<file path="config.mk">
export PLATFORM = sky130hd
export DESIGN_NAME = zeroheti_dbg_hart_ctrl
export DESIGN_NICKNAME = d
export VERILOG_FILES = /design/src/rtl/zeroheti_dbg_hart_ctrl.sv
export SDC_FILE = /design/constraint.sdc
export NUM_CORES = 1
export LEC_CHECK = 0
export CAP_MARGIN = 10
export CORE_ASPECT_RATIO = 1.2
export CORE_UTILIZATION = 49
export DETAILED_ROUTE_END_ITERATION = 12
export PLACE_DENSITY = 0.77
export REMOVE_ABC_BUFFERS = 1
export SLEW_MARGIN = 20
export SYNTH_ARGS = -nofsm -noshare
export SYNTH_HDL_FRONTEND = slang
export SYNTH_SLANG_ARGS = --single-unit
</file>
<file path="constraint.sdc">
create_clock -name clk_i -period 3 [get_ports clk_i]
set_input_delay 0.3 -clock clk_i [delete_from_list [all_inputs] [get_ports clk_i]]
set_output_delay 0.3 -clock clk_i [all_outputs]
set_load 0.02 [all_outputs]
</file>
<file path="src/rtl/zeroheti_dbg_hart_ctrl.sv">
// ---------------------------------------------------------------------------
// zeroheti_dbg_hart_ctrl
//
// Debug-side hart control sitting between the debug module and NumHarts
// cores. It does three things:
//   * Turns the level ndmreset request into a stretched hart reset. Every
//     reset event holds the harts in reset for at least RstStretchCycles
//     cycles plus the cycle of the request itself.
//   * Runs one small FSM per hart. The FSM raises the hart's debug request
//     (from debug_req_i, or from halt-on-reset when reset is released) and
//     holds it until the hart reports it is halted.
//   * Flags a hart as unavailable while the harts are in reset, or when a
//     request has gone unacknowledged for AckTimeout cycles.
//
// Handshake: debug_req_o[h] is a request with halted_i[h] as its
// acknowledge. The request rises one cycle after it is accepted. It stays
// high until halted_i[h] is sampled high, and drops on the following cycle.
// A request that came from debug_req_i (not from halt-on-reset) is also
// withdrawn when debug_req_i[h] falls before the acknowledge arrives.
//
// Ports:
//   clk_i            system clock
//   rst_ni           asynchronous active-low reset
//   dmactive_i       debug module active; low aborts every pending request
//   ndmreset_req_i   level non-debug-module reset request
//   debug_req_i      per-hart halt request from the debug module
//   haltonreset_i    per-hart halt-on-reset enable, sampled in RELEASE
//   halted_i         per-hart "in debug mode" (halt acknowledge)
//   hart_rst_no      registered active-low reset to all harts
//   debug_req_o      registered per-hart debug request to the cores
//   unavailable_o    registered per-hart unavailable flag to the debug module
//   ndmreset_busy_o  registered; high while the reset FSM is not in IDLE
// ---------------------------------------------------------------------------
module zeroheti_dbg_hart_ctrl #(
   parameter int unsigned NumHarts         = 1,
   parameter int unsigned RstStretchCycles = 16,
   parameter int unsigned AckTimeout       = 1024
) (
   input  logic                clk_i,
   input  logic                rst_ni,
   input  logic                dmactive_i,
   input  logic                ndmreset_req_i,
   input  logic [NumHarts-1:0] debug_req_i,
   input  logic [NumHarts-1:0] haltonreset_i,
   input  logic [NumHarts-1:0] halted_i,
   output logic                hart_rst_no,
   output logic [NumHarts-1:0] debug_req_o,
   output logic [NumHarts-1:0] unavailable_o,
   output logic                ndmreset_busy_o
);

   localparam int unsigned RstCntW = $clog2(RstStretchCycles + 1);
   localparam int unsigned AckCntW = $clog2(AckTimeout + 1);
   localparam logic [RstCntW-1:0] RstCntMax = RstCntW'(RstStretchCycles);
   localparam logic [AckCntW-1:0] AckCntMax = AckCntW'(AckTimeout);

   typedef enum logic [1:0] {
      HOLD    = 2'd0,
      RELEASE = 2'd1,
      IDLE    = 2'd2
   } rst_state_e;

   typedef enum logic [1:0] {
      H_IDLE   = 2'd0,
      H_REQ    = 2'd1,
      H_HALTED = 2'd2
   } hart_state_e;

   // ------------------------------------------------------------------
   // Reset FSM
   // ------------------------------------------------------------------
   rst_state_e           rst_state_q, rst_state_d;
   logic [RstCntW-1:0]   rst_cnt_q, rst_cnt_d;
   logic                 rel_pulse;

   always_comb begin
      rst_state_d = rst_state_q;
      rst_cnt_d   = rst_cnt_q;
      rel_pulse   = 1'b0;
      unique case (rst_state_q)
         HOLD: begin
            // Count first, then wait for the request to go away. A request
            // that stays high keeps the harts in reset indefinitely.
            if (rst_cnt_q != RstCntMax) begin
               rst_cnt_d = rst_cnt_q + 1'b1;
            end else if (!ndmreset_req_i) begin
               rst_state_d = RELEASE;
            end
         end
         RELEASE: begin
            rel_pulse   = 1'b1;
            rst_state_d = IDLE;
         end
         IDLE: begin
            if (ndmreset_req_i) begin
               rst_state_d = HOLD;
               rst_cnt_d   = '0;
            end
         end
         default: begin
            rst_state_d = HOLD;
            rst_cnt_d   = '0;
         end
      endcase
   end

   // ------------------------------------------------------------------
   // Per-hart request FSMs
   // ------------------------------------------------------------------
   hart_state_e          hart_state_q [NumHarts];
   hart_state_e          hart_state_d [NumHarts];
   logic [AckCntW-1:0]   ack_cnt_q    [NumHarts];
   logic [AckCntW-1:0]   ack_cnt_d    [NumHarts];
   logic [NumHarts-1:0]  hor_q, hor_d;
   logic                 hart_force;

   // While the harts are held in reset, or the debug module is inactive,
   // every hart FSM goes back to idle. This overrides all per-hart events.
   assign hart_force = (rst_state_q == HOLD) || !dmactive_i;

   always_comb begin
      hart_state_d = hart_state_q;
      ack_cnt_d    = ack_cnt_q;
      hor_d        = hor_q;
      for (int unsigned h = 0; h < NumHarts; h++) begin
         if (hart_force) begin
            hart_state_d[h] = H_IDLE;
            ack_cnt_d[h]    = '0;
            hor_d[h]        = 1'b0;
         end else begin
            unique case (hart_state_q[h])
               H_IDLE: begin
                  if (rel_pulse && haltonreset_i[h]) begin
                     hart_state_d[h] = H_REQ;
                     hor_d[h]        = 1'b1;
                     ack_cnt_d[h]    = '0;
                  end else if (debug_req_i[h]) begin
                     hart_state_d[h] = H_REQ;
                     hor_d[h]        = 1'b0;
                     ack_cnt_d[h]    = '0;
                  end
               end
               H_REQ: begin
                  // The acknowledge wins over cancellation and over the
                  // timeout reached on the same cycle.
                  if (halted_i[h]) begin
                     hart_state_d[h] = H_HALTED;
                     hor_d[h]        = 1'b0;
                     ack_cnt_d[h]    = '0;
                  end else if (!hor_q[h] && !debug_req_i[h]) begin
                     // A halt-on-reset request has no debug_req_i behind it,
                     // so only a debug_req_i request can be withdrawn.
                     hart_state_d[h] = H_IDLE;
                     ack_cnt_d[h]    = '0;
                  end else if (ack_cnt_q[h] != AckCntMax) begin
                     ack_cnt_d[h] = ack_cnt_q[h] + 1'b1;
                  end
               end
               H_HALTED: begin
                  if (!halted_i[h]) begin
                     hart_state_d[h] = H_IDLE;
                  end
               end
               default: begin
                  hart_state_d[h] = H_IDLE;
                  ack_cnt_d[h]    = '0;
                  hor_d[h]        = 1'b0;
               end
            endcase
         end
      end
   end

   // ------------------------------------------------------------------
   // Output next-state. The outputs are registered from the next state,
   // so each one follows its FSM state with no extra cycle of delay.
   // ------------------------------------------------------------------
   logic                hart_rst_n_d;
   logic                busy_d;
   logic [NumHarts-1:0] debug_req_d;
   logic [NumHarts-1:0] unavailable_d;

   always_comb begin
      hart_rst_n_d  = (rst_state_d != HOLD);
      busy_d        = (rst_state_d != IDLE);
      debug_req_d   = '0;
      unavailable_d = '0;
      for (int unsigned h = 0; h < NumHarts; h++) begin
         debug_req_d[h]   = (hart_state_d[h] == H_REQ);
         unavailable_d[h] = busy_d ||
                            ((hart_state_d[h] == H_REQ) && (ack_cnt_d[h] == AckCntMax));
      end
   end

   // ------------------------------------------------------------------
   // State registers
   // ------------------------------------------------------------------
   logic                hart_rst_n_q;
   logic                busy_q;
   logic [NumHarts-1:0] debug_req_q;
   logic [NumHarts-1:0] unavailable_q;

   always_ff @(posedge clk_i or negedge rst_ni) begin
      if (!rst_ni) begin
         rst_state_q   <= HOLD;
         rst_cnt_q     <= '0;
         hart_state_q  <= '{default: H_IDLE};
         ack_cnt_q     <= '{default: '0};
         hor_q         <= '0;
         hart_rst_n_q  <= 1'b0;
         busy_q        <= 1'b1;
         debug_req_q   <= '0;
         unavailable_q <= '1;
      end else begin
         rst_state_q   <= rst_state_d;
         rst_cnt_q     <= rst_cnt_d;
         hart_state_q  <= hart_state_d;
         ack_cnt_q     <= ack_cnt_d;
         hor_q         <= hor_d;
         hart_rst_n_q  <= hart_rst_n_d;
         busy_q        <= busy_d;
         debug_req_q   <= debug_req_d;
         unavailable_q <= unavailable_d;
      end
   end

   assign hart_rst_no     = hart_rst_n_q;
   assign ndmreset_busy_o = busy_q;
   assign debug_req_o     = debug_req_q;
   assign unavailable_o   = unavailable_q;

endmodule

</file>
# Word-level counts from Yosys, hierarchy flattened
# Cells that the tools add are included.
# W data, S select, Z words.
# op_classes
n_addsub,2
eq_ne,14
muxes,27
n_bitwise,1
reduce_logical,13
# ops
cell,count
$mux W11,6
$pmux W11 S3,1
$mux W2,9
$pmux W5 S3,1
$pmux W2 S3,2
$add A11 B1 Y11 const B,1
$eq A11 B11 Y1 const B,1
$ne A11 B11 Y1 const B,1
$mux W5,2
$ne A2 B2 Y1 const B,4
$eq A2 B1 Y1 const B,3
$reduce_and A3 Y1,2
$add A5 B1 Y5 const B,1
$mux W1,5
$ne A5 B5 Y1 const B,1
$eq A2 B2 Y1 const B,2
$logic_not A2 Y1,2
$ne A4 B4 Y1 const B,1
$logic_and A1 B1 Y1,3
$logic_not A1 Y1,3
$ne A3 B3 Y1 const B,1
$pmux W1 S3,1
$logic_or A1 B1 Y1,2
$reduce_bool A2 Y1,1
$not A1 Y1,1
# word_totals
reg_bits,25
in_bits,7
word_cells,66

# Logic depth before layout (Yosys ltp)
# logic_depth
ltp_word,9
depth_mapped,8
mapped_depth_nobuf,8

# Worst setup path before layout
# No wires, ideal clock.
# synth_timing
kind,reg2reg
from,register ack_cnt_q[0] in the netlist's numbering
to,"register unavailable_q, in the netlist unavailable_o"
setup_time_ns,0.097
arrival_time_ns,2.002
required_time_ns,2.903
slack_ns,0.901
path_stages_with_launch,9
n_path_buf,0
period_less_slack_ns,2.099
cell_sequence,dfrtp_1 -> inv_1 -> ha_1 -> nor4b_1 -> and3_1 -> nor2_1 -> a222oi_1 -> a31oi_1 -> o41ai_2
# synth_between
elab_chain_len,9
elab_cells_between_ends,12
cone_classes,1 x add/sub; 2 x eq/ne; 7 x mux; 2 x reduce/logical
# synth_lines
element,line,source
"start, declared",112,logic [AckCntW-1:0] ack_cnt_q [NumHarts];
"start signal, assigned",218,ack_cnt_q <= ack_cnt_d;
$add A11 B1 Y11 / $ne A11 B11 Y1 (equally long branches),"156, 155",
$mux W11,155,end else if (ack_cnt_q[h] != AckCntMax) begin
$mux W11,150,end else if (!hor_q[h] && !debug_req_i[h]) begin
$mux W11,146,if (halted_i[h]) begin
$pmux W11 S3 (*),131,unique case (hart_state_q[h])
$mux W11 (*),126,if (hart_force) begin
$eq A11 B11 Y1 (*),191,((hart_state_d[h] == H_REQ) && (ack_cnt_d[h] == AckCntMax));
$logic_and A1 B1 Y1 (*),191,
$logic_or A1 B1 Y1 (*),190,unavailable_d[h] = busy_d ||
via unavailable_d,181,logic [NumHarts-1:0] unavailable_d;
"end signal, assigned",223,unavailable_q <= unavailable_d;
"end, declared",201,logic [NumHarts-1:0] unavailable_q;
# The timed path passes the listed nets; every way through them passes the cells marked *.
# A chain may end at the register's enable or synchronous reset.

# Final worst setup path
# Ends and elaborated chain as after synthesis.

==> metrics.md <==
| Metric | Value |
|---|---|
| Outcome | `finished, final reports clean` |
| Yosys warning count | `0` |
| Row cnt | `21` |
| Clk slew on worst S/H paths | `0.13 ns` |
| Total negative slack | `0 ns` |
| Largest net degree at the start of global routing | `26` |
| Hold-fix buffers, CTS | `0` |
| Flops & latches, synth | `25` |
| Top cells by area, synth | `dfrtp_1 (39%), nor2_1 (6.6%), dfstp_2 (3.6%), a21oi_1 (3.4%), ha_1 (3.4%)` |
| CTS buffer count | `3` |
| Max VDD drop | `0.0002774 V` |
| Final wirelength | `3321 um` |
| Area leader, netlist | `dfrtp_1` |
| CTS root buffer | `clkbuf_4` |
| Drt initial violations | `66` |
| Critical path's largest stage delay | `0.43 ns` |
| Setup ws final | `0.4721 ns` |
| Number of flops mapped to enable cells by yosys | `0` |
| Starting Density | `52.12%` |
| Max-cap viol count | `0` |
| Core area | `0.002838 mm2` |
| Setup crit end kind | `register` |
| Fmax | `0.3956 GHz` |
| WS Path Type | `reg -> reg` |
| Number of global-route vias before repair | `1277` |
| Detail Placement HPWL | `2404 um` |
| Wire per inst | `16.12 um` |
| Slew HR | `48.68%` |
| Worst-path maximum fanout | `4` |
| Critical path data arrival time | `2.76 ns` |
| Post-route insts no fill | `206` |
| Synth Instances | `161` |
| Clk_skew | `0.01255 ns` |
| CP startpoint kind | `register` |
| Routed met1 length | `1416 um` |
| Clock latency on the worst-skew pair | `0.31 ns` |
| Grt ovf | `0` |
| Multi-input logic area | `789.5 um2` |
| Max Slew Vio Count | `0` |
| Async set-reset flop share out of synthesis | `100.0%` |
| Yosys top cell area share | `38.92%` |
| DRC | `0` |
| Total power | `0.7951 mW` |
| Routability Congestion | `0.8475` |
| Uppermost layer routed | `met4` |
| Final Hold Vio Count | `0` |
| Actual slew at the worst max-slew pin | `0.7679 ns` |
| # Post-CTS Setup Buffers | `0` |
| Nets | `184` |
| Die H | `62.18 um` |
| Via density | `6.345` |
| Total track usage | `22.79%` |
| Initial antenna violation count | `0` |
| H-tree depth | `1` |
| Sequential area share after synthesis | `42.47%` |
| Antenna diode count | `0` |
| Met2 wire len | `1688 um` |
| Leak Pwr | `0.6590 nW` |
| Antenna-violating nets left | `0` |
| Cell area after layout | `0.001628 mm2` |
| Finish-stage setup viols | `0` |
| Fraction of layout cells with a size suffix above 1 | `8.140%` |
| Die area | `0.003243 mm2` |
| RSZ-0062 raised after global routing | `false` |
| Cell Pwr Density | `488.4 mW/mm2` |
| Die width | `52.15 um` |
| Critical path cell sequence | `inv_1 -> ha_1 -> nor4b_1 -> and3_1 -> o21ai_1 -> a222oi_1 -> a31oi_1 -> o41ai_2` |
| Hold crit path type | `in -> async` |
| Fin crit share | `84.27%` |
| Metal3 WL | `153 um` |
| Post-Syn Area | `0.001479 mm2` |
| Via count | `1307` |
| Register area | `628.1 um2` |
| Number of fill cells in the layout | `245` |
| Post-cts gate resize count | `0` |
| Avg Cell Area, Syn | `9.186 um2` |
| Worst Path Required | `3.23 ns` |
| CP max stage cell | `dfrtp_1` |
| Placed Instances | `202` |
| Placement Cell Area | `0.001602 mm2` |
| I/O Buffers | `10` |
| TritonRoute pass-1 iters | `4` |
| CTS tree | `yes` |
| Hold Slack | `0.3357 ns` |
| IO Pins | `11` |
| First-pass GRT wire length | `5671 um` |
| Area Growth Syn to Fin | `10.07%` |
| DP Worst Slack | `0.4174 ns` |
| Clk buf depth | `2` |
| CTS Sinks | `25` |
| Post-synthesis cell type count | `47` |
| Final min period | `2.528 ns` |
| Top FF cell, synth | `dfrtp_1` |
| Final core utilization | `57.36%` |
[kinds of logic after synthesis]
family	share of synthesized area (%)
xor+xnor	2.369
fa+ha+maj	3.384
flops	42.47
simple gates	26.90
compound gates	20.73
buf+inv	4.145
[cells in the final DEF, fill, tap and decap left out, types with 4 or more instances in the layout]
cell | netlist | routed
inv_1 | 6 | 6
ha_1 | 4 | 4
nand3_1 | 6 | 6
clkdlybuf4s50_1 | 0 | 10
o21ai_0 | 10 | 10
nand2_1 | 8 | 8
nand4_1 | 4 | 4
and2_1 | 4 | 4
dfrtp_1 | 23 | 23
o22ai_1 | 4 | 4
nor2_1 | 26 | 26
and3_1 | 5 | 5
a21oi_1 | 10 | 10
[power breakdown]
group	total [mW]	internal (mW)	switching, mW
Combinational	0.216	0.0964	0.119
Sequential	0.434	0.388	0.0456
Clock	0.145	0.0519	0.0933
Total	0.795	0.537	0.258
[synth_stat cells, drive strengths merged (2+ instances only)]
library cell,count
o21ai,12
inv,7
nor4b,3
and2,4
dfstp,2
dfrtp,23
clkbuf,2
a311oi,2
nor2b,3
and3,5
buf,3
nor4,3
a21oi,10
or3,2
o22ai,4
nand3,6
nor2,26
ha,4
a31oi,3
a2111oi,2
nand2,8
xor2,3
o211a,2
nand4,4
[final timing paths]
| path | start | end | slack, ns | cells past startpoint |
|---|---|---|---|---|
| max | ack_cnt_q[0]$_DFF_PN0_ | unavailable_o$_DFF_PN1_ | 0.47 | 8 |
| min | rst_ni | ack_cnt_q[6]$_DFF_PN0_ | 0.34 | 2 |
| max reg2reg | ack_cnt_q[0]$_DFF_PN0_ | unavailable_o$_DFF_PN1_ | 0.47 | 8 |
| min reg2reg | rst_cnt_q[4]$_DFFE_PN0P_ | rst_cnt_q[4]$_DFFE_PN0P_ | 0.58 | 2 |
| max in group asynchronous | rst_ni | ndmreset_busy_o$_DFF_PN1_ | 2.36 | 2 |
| min in group clk_i | ndmreset_req_i | rst_state_q[0]$_DFF_PN0_ | 0.56 | 2 |
[state kept, by name, indices dropped and copies added (netlist names)]
signal,flops
rst_cnt_q,5
hart_rst_no,1
debug_req_o,1
ndmreset_busy_o,1
hor_q,1
hart_state_q,2
rst_state_q,2
ack_cnt_q,11
unavailable_o,1
[worst max-delay path: cells and delay by family, from the launching register on]
kind / cells / cell delay [ns]
compound gates: 4 / 0.98
buf+inv: 1 / 0.11
flops: 1 / 0.43
fa+ha+maj: 1 / 0.18
simple gates: 2 / 0.75
[routing by layer]
layer	global-route usage [%]	vias to the layer above
met5	0	-
met4	9.211	0
met3	2.941	9
met2	38.94	48
met1	28.10	630
li1	-	620
[area by class of cell]
cell class	instances	area share, %
Sequential cell	25	38.59
Inverter	7	1.614
Timing Repair Buffer	12	7.071
Tap cell	34	2.613
Multi-Input combinational cell	124	48.50
Clock buffer	4	1.614
Note: power is estimated with default switching activity, not from simulation.
